--- src/rtl/pipe_stage_skid.sv ---
// Pipeline stage register with valid/ready handshake, flush and an optional 2-entry skid buffer.
// Also keeps a saturating count of back-pressured cycles for performance debug.
//
// state   | meaning
// --------+------------------------------------------
// S_EMPTY | no live bundle held
// S_ONE   | main register holds the live bundle
// S_TWO   | main and skid registers both full
module pipe_stage_skid #(
    parameter int unsigned       DATA_W    = 256,
    parameter bit                SKID_EN   = 1'b1,
    parameter logic [DATA_W-1:0] RESET_VAL = '0,
    parameter int unsigned       CNT_W     = 16
) (
    input  logic              clk_i,
    input  logic              reset_i,
    input  logic              flush_i,
    input  logic              in_valid_i,
    output logic              in_ready_o,
    input  logic [DATA_W-1:0] in_data_i,
    output logic              out_valid_o,
    input  logic              out_ready_i,
    output logic [DATA_W-1:0] out_data_o,
    output logic [CNT_W-1:0]  stall_cnt_o
);

    typedef enum logic [1:0] {
        S_EMPTY = 2'd0,
        S_ONE   = 2'd1,
        S_TWO   = 2'd2
    } state_t;

    state_t            state_q, state_d;
    logic [DATA_W-1:0] main_q, main_d;
    logic [DATA_W-1:0] skid_q, skid_d;
    logic [CNT_W-1:0]  cnt_q, cnt_d;
    logic              accept, fire;

    assign out_valid_o = (state_q != S_EMPTY);
    assign out_data_o  = main_q;
    assign stall_cnt_o = cnt_q;
    assign fire        = out_valid_o && out_ready_i;
    assign accept      = in_valid_i && in_ready_o;

    generate
        if (SKID_EN) begin : g_skid
            // in_ready decodes registered state only, so out_ready never reaches upstream.
            assign in_ready_o = (state_q != S_TWO);

            always_ff @(posedge clk_i or posedge reset_i) begin
                if (reset_i) begin
                    skid_q <= RESET_VAL;
                end else begin
                    skid_q <= skid_d;
                end
            end
        end else begin : g_plain
            assign in_ready_o = !out_valid_o || out_ready_i;
            assign skid_q     = RESET_VAL;
        end
    endgenerate

    always_comb begin
        state_d = state_q;
        main_d  = main_q;
        skid_d  = skid_q;
        if (flush_i) begin
            // Data registers keep their contents; out_valid alone gates their use.
            state_d = S_EMPTY;
        end else begin
            case (state_q)
                S_EMPTY: begin
                    if (accept) begin
                        main_d  = in_data_i;
                        state_d = S_ONE;
                    end
                end
                S_ONE: begin
                    if (accept && (fire || !SKID_EN)) begin
                        main_d = in_data_i;
                    end else if (accept) begin
                        skid_d  = in_data_i;
                        state_d = S_TWO;
                    end else if (fire) begin
                        state_d = S_EMPTY;
                    end
                end
                S_TWO: begin
                    if (fire) begin
                        main_d  = skid_q;
                        state_d = S_ONE;
                    end
                end
                default: state_d = S_EMPTY;
            endcase
        end
    end

    always_comb begin
        cnt_d = cnt_q;
        if (out_valid_o && !out_ready_i && (cnt_q != {CNT_W{1'b1}})) begin
            cnt_d = cnt_q + CNT_W'(1);
        end
    end

    always_ff @(posedge clk_i or posedge reset_i) begin
        if (reset_i) begin
            state_q <= S_EMPTY;
            main_q  <= RESET_VAL;
            cnt_q   <= '0;
        end else begin
            state_q <= state_d;
            main_q  <= main_d;
            cnt_q   <= cnt_d;
        end
    end

endmodule

--- config.mk ---
export PLATFORM = sky130hd
export DESIGN_NAME = pipe_stage_skid
export DESIGN_NICKNAME = d
export VERILOG_FILES = /design/src/rtl/pipe_stage_skid.sv
export SDC_FILE = /design/constraint.sdc
export NUM_CORES = 1
export LEC_CHECK = 0
export CORE_MARGIN = 2
export CORE_UTILIZATION = 50
export CTS_CLUSTER_DIAMETER = 60
export DETAILED_ROUTE_END_ITERATION = 10
export GPL_TIMING_DRIVEN = 0
export PLACE_DENSITY = 0.8
export SLEW_MARGIN = 0
export SYNTH_ARGS = -nofsm -noshare
export SYNTH_HDL_FRONTEND = slang
export SYNTH_SLANG_ARGS = --single-unit
--- constraint.sdc ---
create_clock -name clk_i -period 20.5 [get_ports clk_i]
set_input_delay 3.075 -clock clk_i [delete_from_list [all_inputs] [get_ports clk_i]]
set_output_delay 3.075 -clock clk_i [all_outputs]
set_load 0.1 [all_outputs]
# Yosys cells after proc, flatten, opt, wreduce, memory -nomap -nowiden
# Index checks and enable logic that the tools add are counted.
# totals
ramBits,0
input_bits,261
latch_bits,0
mem_bits_ro,0
ff_bits,530
elab_cells,41
memories,0
out_inout_bits,274
# op_classes
muxes,11
magnitude_cmp,0
bitwise,2
add_sub_neg,1
n_div,0
n_reduce_logical,12
n_mul,0
eq_ne,11
shift,0
# op_table
op,count
256-bit 2-to-1 mux,3
256-bit one-hot mux with 3 select lines,1
16-bit by 1-bit adder with 16-bit output (second input constant),1
16-bit inequality test (second input constant),1
2-bit 2-to-1 mux,6
3-bit inequality test (second input constant),3
2-bit inequality test (second input constant),4
4-bit AND reduction,2
2-bit one-hot mux with 3 select lines,1
1-bit logical AND,5
5-bit AND reduction,1
4-bit inequality test (second input constant),1
3-bit nonzero test,1
2-bit by 1-bit equality test with 1-bit output (second input constant),1
2-bit equality test (second input constant),1
2-bit logical NOT,1
1-bit inverter,2
2-bit nonzero test,1
1-bit logical NOT,1

# Logic depth before layout (Yosys ltp)
# Gate-level depths: netlist (run 1).
# logic_depth
ltp_word,7
depth_mapped,7
depth_no_buf,5

# Worst setup path before layout (run 1)
# OpenSTA, ideal clock, no wires.
# synth_path
kind,register to output
from,register state_q[1]
to,output in_ready_o
path_buffers,3
path_stages_with_launch,5
path_slack_ps,15648
required_ps,17425
t_arrival_ps,1777
path_cell_list,dfrtp_1 > buf_4 > nand2b_1 > buf_2 > buf_1
# synth_via
elab_chain_cells,1
# synth_lines
element,line_no,source
from (decl),33,"state_t state_q, state_d;"
from (signal assigned),112,state_q <= state_d;
2-bit inequality test,48,assign in_ready_o = (state_q != S_TWO);
to (decl),19,"output logic in_ready_o,"
# No other way between the ends.

# Worst setup path after layout (run 1)
# Ends and elaborated chain as after synthesis.

==> run summary, run 1 <==
commonest non-fill, non-tap cell in the layout: mux2_2
Pins Over Slew Limit: 0
CTS tree: done
first-pass GRT wire length: 89.6 mm
CTS Hold Buffers Added: 0
postcts setup bufs: 0
fin nets: 2310
Layout Cells excl Fill: 2705
Die W: 218 um
RSZ-0062 raised after global routing: false
CP startpoint: state_q[1]
Worst path slowest cell: clkdlybuf4s50_1
Async SR Flop Fraction: 100%
final setup fails: 0
number of synthesized flops with an enable pin: 0
Hold Fails Final Rpt: 0
largest net degree at the start of global routing: 135
Mapped Area: 23000 sq um
global route hottest layer: met2
status: complete, no violations
Filler Cell Count: 3140
Residual DRC: 0
Post-Syn Instances: 1452
critical path arrival: 3.15 ns
io pins: 535
layout cells sized above 1: 43.6%
most frequently used flop master after synthesis: dfrtp_1
Synthesis Warnings: 0
most frequent cells in the layout: mux2_2 (708), clkdlybuf4s50_1 (534), dfrtp_1 (530)
Fmax: 161 MHz
initial core utilization: 50.7%
r2r startpoint: state_q[1]
Hold Path Cell Cnt: 1
drt total wl: 58.8 mm
Total Routing Usage GR: 24.5%
syn_area_per_cell: 15.8 sq um
M1 GR Usage: 29.2%
reg-to-reg slack, setup: 18.21 ns
max_cap viols: 0
Hold Path End: skid_q[80]
CTS Buf Count: 56
Worst Skew: 0.0110 ns
clock slew at reported path FFs: 0.06 ns
pwr dens: 128 nW/um^2
Port Buffers: 534
number of global-route vias before repair: 15400
Crit. End Element: output pin
Crit Reg-Reg Endpoint: skid_q[47]
DRT antenna net count: 0
die height: 218 um
WP buf/inv: 4
HP Class: flip-flop to flip-flop
worst-path cell chain: buf_4, nand2b_1, buf_2, buf_1, clkdlybuf4s50_1
Area Growth Syn to Fin: 35.5%
delay-heaviest family, CP: buffers and inverters
slowest cell delay on critical path: 1.28 ns
crit path launch type: flip-flop
Netlist cell types: 31
met3 Usage GRT: 8.60%
Post-DP HPWL: 43.1 mm
area occupied by registers: 13300 sq um
Critical Path RT: 17.43 ns
DR iter-0 viols: 518
FF-to-FF path depth: 6
Slew @ Worst Pin: 1.11 ns
Tmin final: 6.23 ns
insertion delay to the later sink of the worst-skew pair: 0.60 ns
GPL Wtd Cong: 0.810
met2 usage: 41.4%
placed cell count: 2590
Overflow after GRT: 0
pre-CTS WS: 14.87 ns
initial antenna violation count: 15
root buf cell: clkbuf_16
Peak supply drop: 0.135 mV
number of synthesized register bits: 530
CTS Buffer Depth: 3
post-cts resize count: 0
Seq/Total Area, Yosys: 57.7%
leakage: 13.3 nW
final setup TNS: 0 ns
Setup CP Type: flip-flop to output pin
Tcrit/Tclk final: 30.4%
full die area: 47700 sq um
First-pass DRT Iterations: 4
Vias: 14300
WL per Instance: 21.7 um
Sink Count: 530
multi-input logic area: 9160 sq um
CTS H-tree depth: 2
Mapped Nets: 1714
Critical Path Fanout Max: 10
Placement Rows: 78
via-per-instance ratio: 5.29
Max-Slew Margin vs Limit: 25.9%
Setup WS post-layout: 14.27 ns
core box area: 45400 sq um
min-delay src: skid_q[80]
-- flip-flops by register name (all words and copies together) (netlist names) --
| signal | count |
|---|---|
| stall_cnt_o | 16 |
| state_q | 2 |
| skid_q | 256 |
| out_data_o | 256 |
-- synth_stat cells, types with 3 or more instances --
master | count | area, sq um
mux2_1 | 43 | 484
nand4_1 | 9 | 56.3
nand2_1 | 10 | 37.5
nor2_1 | 6 | 22.5
mux2_4 | 19 | 285
xnor2_1 | 13 | 114
mux2_2 | 708 | 7970
dfrtp_1 | 530 | 13300
buf_2 | 39 | 195
buf_6 | 5 | 56.3
buf_4 | 40 | 300
nand3_1 | 5 | 25.0
and3_1 | 3 | 18.8
-- worst reg2reg max path, delay by kind of cell, from the launching register on --
| family | cells | cell delay (ns) |
|---|---|---|
| buffers and inverters | 4 | 1.09 |
| flip-flops | 1 | 0.36 |
| multiplexers | 1 | 0.37 |
| AND/OR/NAND/NOR | 1 | 0.35 |
-- final cells by class --
cell class,instances,share of cell area (%)
flip-flops and latches,530,42.6
plain buffers,87,1.81
diodes,13,0.104
clock buffers,80,5.27
well taps,600,2.41
clock inverters,22,0.876
inverters,2,0.0482
multi-input cells,833,29.4
repair buffers,538,17.5
-- report_power, final --
group	leakage, nW	internal, mW	switching, mW
Sequential	6.40	1.30	0.136
Combinational	5.93	0.464	1.05
Clock	0.948	0.631	0.412
Total	13.3	2.40	1.60
-- per-stage QoR --
step	area (sq um)	utilization [%]	hold WS, ns	power [mW]
after floorplan	23000	-	0.454	2.56
after global placement	29100	64.1	0.462	2.94
after detailed placement	29200	64.4	0.474	2.97
after CTS	31100	68.6	0.488	4.03
after global routing	31100	68.6	0.502	4.14
final	31200	68.7	0.482	4.00
-- cell families (layout without fill, tap and decap cells) --
group           Yosys count  count (layout)  synth area share [%]
xor+xnor                 14              14                 0.533
compound gates            5               5                 0.196
buf+inv                  89             729                  2.48
mux                     771             771                  38.1
simple gates             42              42                 0.990
flops                   530             530                  57.7
fa+ha+maj                 1               1                0.0544
other cells               0              13                     0
-- how the worst max path moves through the flow --
stage | endpoint | slack (ns) | depth (start not counted)
final | in_ready_o | 14.27 | 5
after global routing | in_ready_o | 14.13 | 5
after CTS | in_ready_o | 14.22 | 5
after floorplan | out_data_o[0] | 2.61 | 1
after global placement | skid_q[29] | -3.14 | 2
after detailed placement | in_ready_o | 14.87 | 5
-- routing by layer --
metal	share of wire [%]	up-vias	wire length (um)
met1	39	7363	22900
met2	49	416	29100
met3	8.6	106	5030
met4	2.9	10	1730
li1	-	6425	-
met5	0.12	-	69
Note: power is estimated with default switching activity, not from simulation.
==> run 2: changes to the inputs <==
- clock period: 20.5 -> 6.53 ns (I/O delays scaled with it)
==> run 2 against run 1 <==
  * Clock skew about the same
  * Non-clock buffer count up 10
  * Power rose to 3.1 times the previous value
  * Sequential power rose to 3.1 times the previous value
  * Via count down 0.20%
  * Register-to-register slack worse by 14 ns
  * Sequential share of layout area down 0.078 points
  * Final cell count about the same
  * Sequential cell count unchanged
  * Setup slack worse by 12 ns
  * Clock-buffer cell count up 6
  * Largest cell class unchanged
==> run summary, run 2 (same netlist as run 1, synthesis figures left out) <==
initial antenna violation count: 10 (was 15)
Crit Reg-Reg Endpoint: skid_q[44] (was skid_q[47])
drt total wl: 59.6 mm (was 58.8 mm)
Overflow after GRT: 0 (unchanged)
commonest non-fill, non-tap cell in the layout: mux2_2 (unchanged)
Sink Count: 530 (unchanged)
fin area: 31200 sq um (about the same)
leakage: 13.3 nW (about the same)
number of global-route vias before repair: 15500 (was 15400)
reg-to-reg slack, setup: 4.12 ns (was 18.21 ns)
status: complete, no violations (unchanged)
final setup fails: 0 (unchanged)
Port Buffers: 534 (unchanged)
Vias: 14300 (about the same)
Post-DP HPWL: 44.3 mm (was 43.1 mm)
Slew @ Worst Pin: 1.10 ns (was 1.11 ns)
DR iter-0 viols: 534 (was 518)
Critical Path Fanout Max: 10 (unchanged)
Area Growth Syn to Fin: 35.7% (was 35.5%)
largest net degree at the start of global routing: 43 (was 135)
root buf cell: clkbuf_16 (unchanged)
GPL Wtd Cong: 0.815 (was 0.810)
Hold Fails Final Rpt: 0 (unchanged)
Hold Path Cell Cnt: 1 (unchanged)
Tmin final: 4.12 ns
postcts setup bufs: 0 (unchanged)
HP Class: flip-flop to flip-flop (unchanged)
dpl cell area: 29400 sq um (was 29200 sq um)
r2r startpoint: state_q[1] (unchanged)
crit path launch type: flip-flop (unchanged)
critical path arrival: 3.14 ns (was 3.15 ns)
first-pass GRT wire length: 90.7 mm (was 89.6 mm)
Die W: 218 um (unchanged)
worst-path cell chain: buf_4, nand2b_1, buf_2, buf_1, clkdlybuf4s50_1 (unchanged)
clock slew at reported path FFs: 0.06 ns (about the same)
most frequent cells in the layout: mux2_2 (708), clkdlybuf4s50_1 (534), dfrtp_1 (530) (unchanged)
CTS Buffer Depth: 3 (unchanged)
min-delay src: skid_q[86] (was skid_q[80])
Worst Skew: 0.0111 ns (was 0.0110 ns)
FF-to-FF path depth: 6 (unchanged)
Residual DRC: 0 (unchanged)
Crit. End Element: output pin (unchanged)
DRT antenna net count: 0 (unchanged)
Max-Slew Margin vs Limit: 26.4% (was 25.9%)
slowest cell delay on critical path: 1.27 ns (was 1.28 ns)
WL per Instance: 22.0 um (was 21.7 um)
Peak supply drop: 0.370 mV (was 0.135 mV)
layout cells sized above 1: 43.7% (was 43.6%)
Filler Cell Count: 3118 (was 3140)
Worst path slowest cell: clkdlybuf4s50_1 (unchanged)
io pins: 535 (unchanged)
First-pass DRT Iterations: 4 (unchanged)
max_cap viols: 0 (unchanged)
die height: 218 um (unchanged)
Hold Path End: skid_q[86] (was skid_q[80])
Critical Path RT: 5.55 ns (was 17.43 ns)
Tcrit/Tclk final: 63.1%
initial core utilization: 50.7% (unchanged)
CTS Hold Buffers Added: 0 (unchanged)
post-cts resize count: 0 (unchanged)
Total Routing Usage GR: 24.8% (was 24.5%)
Fmax: 243 MHz
pwr dens: 398 nW/um^2 (was 128 nW/um^2)
core box area: 45400 sq um (unchanged)
hold slack: 0.484 ns (was 0.482 ns)
Placement Rows: 78 (unchanged)
CTS H-tree depth: 2 (unchanged)
Pins Over Slew Limit: 0 (unchanged)
CTS Buf Count: 55 (was 56)
insertion delay to the later sink of the worst-skew pair: 0.59 ns (was 0.60 ns)
full die area: 47700 sq um (unchanged)
via-per-instance ratio: 5.28 (was 5.29)
Setup CP Type: flip-flop to output pin (unchanged)
RSZ-0062 raised after global routing: false (unchanged)
fin nets: 2319 (was 2310)
CTS tree: done (unchanged)
==> run 2: cell types whose count changed in the layout (fill, tap and decap cells not counted), sizes merged <==
cell / previous run / this run
buf: 89 / 99
clkbuf: 82 / 88
diode: 13 / 7
bufinv: 6 / 2
clkinv: 13 / 10
inv: 3 / 1
clkinvlp: 2 / 3
==> run 2: layout make-up <==
cell class              instances  area, sq um  area share (%)
flip-flops and latches        530        13300            42.5
multi-input cells             833         9160            29.3
repair buffers                548         5630            18.0
clock buffers                  86         1690            5.40
well taps                     600          751            2.41
plain buffers                  87          563            1.80
clock inverters                14          129           0.413
diodes                          7         17.5          0.0561
inverters                       2         11.3          0.0361
==> run 2: critical path: cells and delay by family (launching register included) <==
family / cells / cell delay, ns
buf+inv: 4 / 2.13
simple gates: 1 / 0.06
flops: 1 / 0.36
==> run 2: worst max path at each step <==
stage | start | endpoint | slack (ns) | cells after the start
floorplan | reset_i | out_data_o[0] | -1.65 | 1
global placement | reset_i | out_data_o[32] | -4.86 | 2
detailed placement | reset_i | skid_q[24] | 2.85 | 8
CTS | state_q[1] | in_ready_o | 2.37 | 5
global route | state_q[1] | in_ready_o | 2.30 | 5
finish | state_q[1] | in_ready_o | 2.41 | 5
==> run 2: power by group <==
part	internal [mW]	switching (mW)
registers	4.09	0.420
clock network	1.84	1.28
logic	1.47	3.31
==> run 2: metal layers <==
layer / GRT usage [%] / vias up / wire, um
li1: - / 6436 / -
met1: 29.6 / 7348 / 23200
met3: 8.46 / 95 / 4980
met2: 41.8 / 405 / 29600
met5: 0 / - / 48
met4: 8.55 / 8 / 1760
==> run 2: stage by stage <==
step / power (mW) / utilization (%) / TNS [ns] / std cells / setup slack [ns]
detailed placement: 9.35 / 64.7 / 0 / 2600 / 2.85
global route: 12.9 / 68.8 / 0 / 2706 / 2.30
global placement: 9.22 / 64.1 / -2547.74 / 2586 / -4.86
finish: 12.4 / 68.8 / 0 / 2707 / 2.41
floorplan: 8.04 / - / -876.41 / 1452 / -1.65
CTS: 12.5 / 68.7 / 0 / 2700 / 2.37
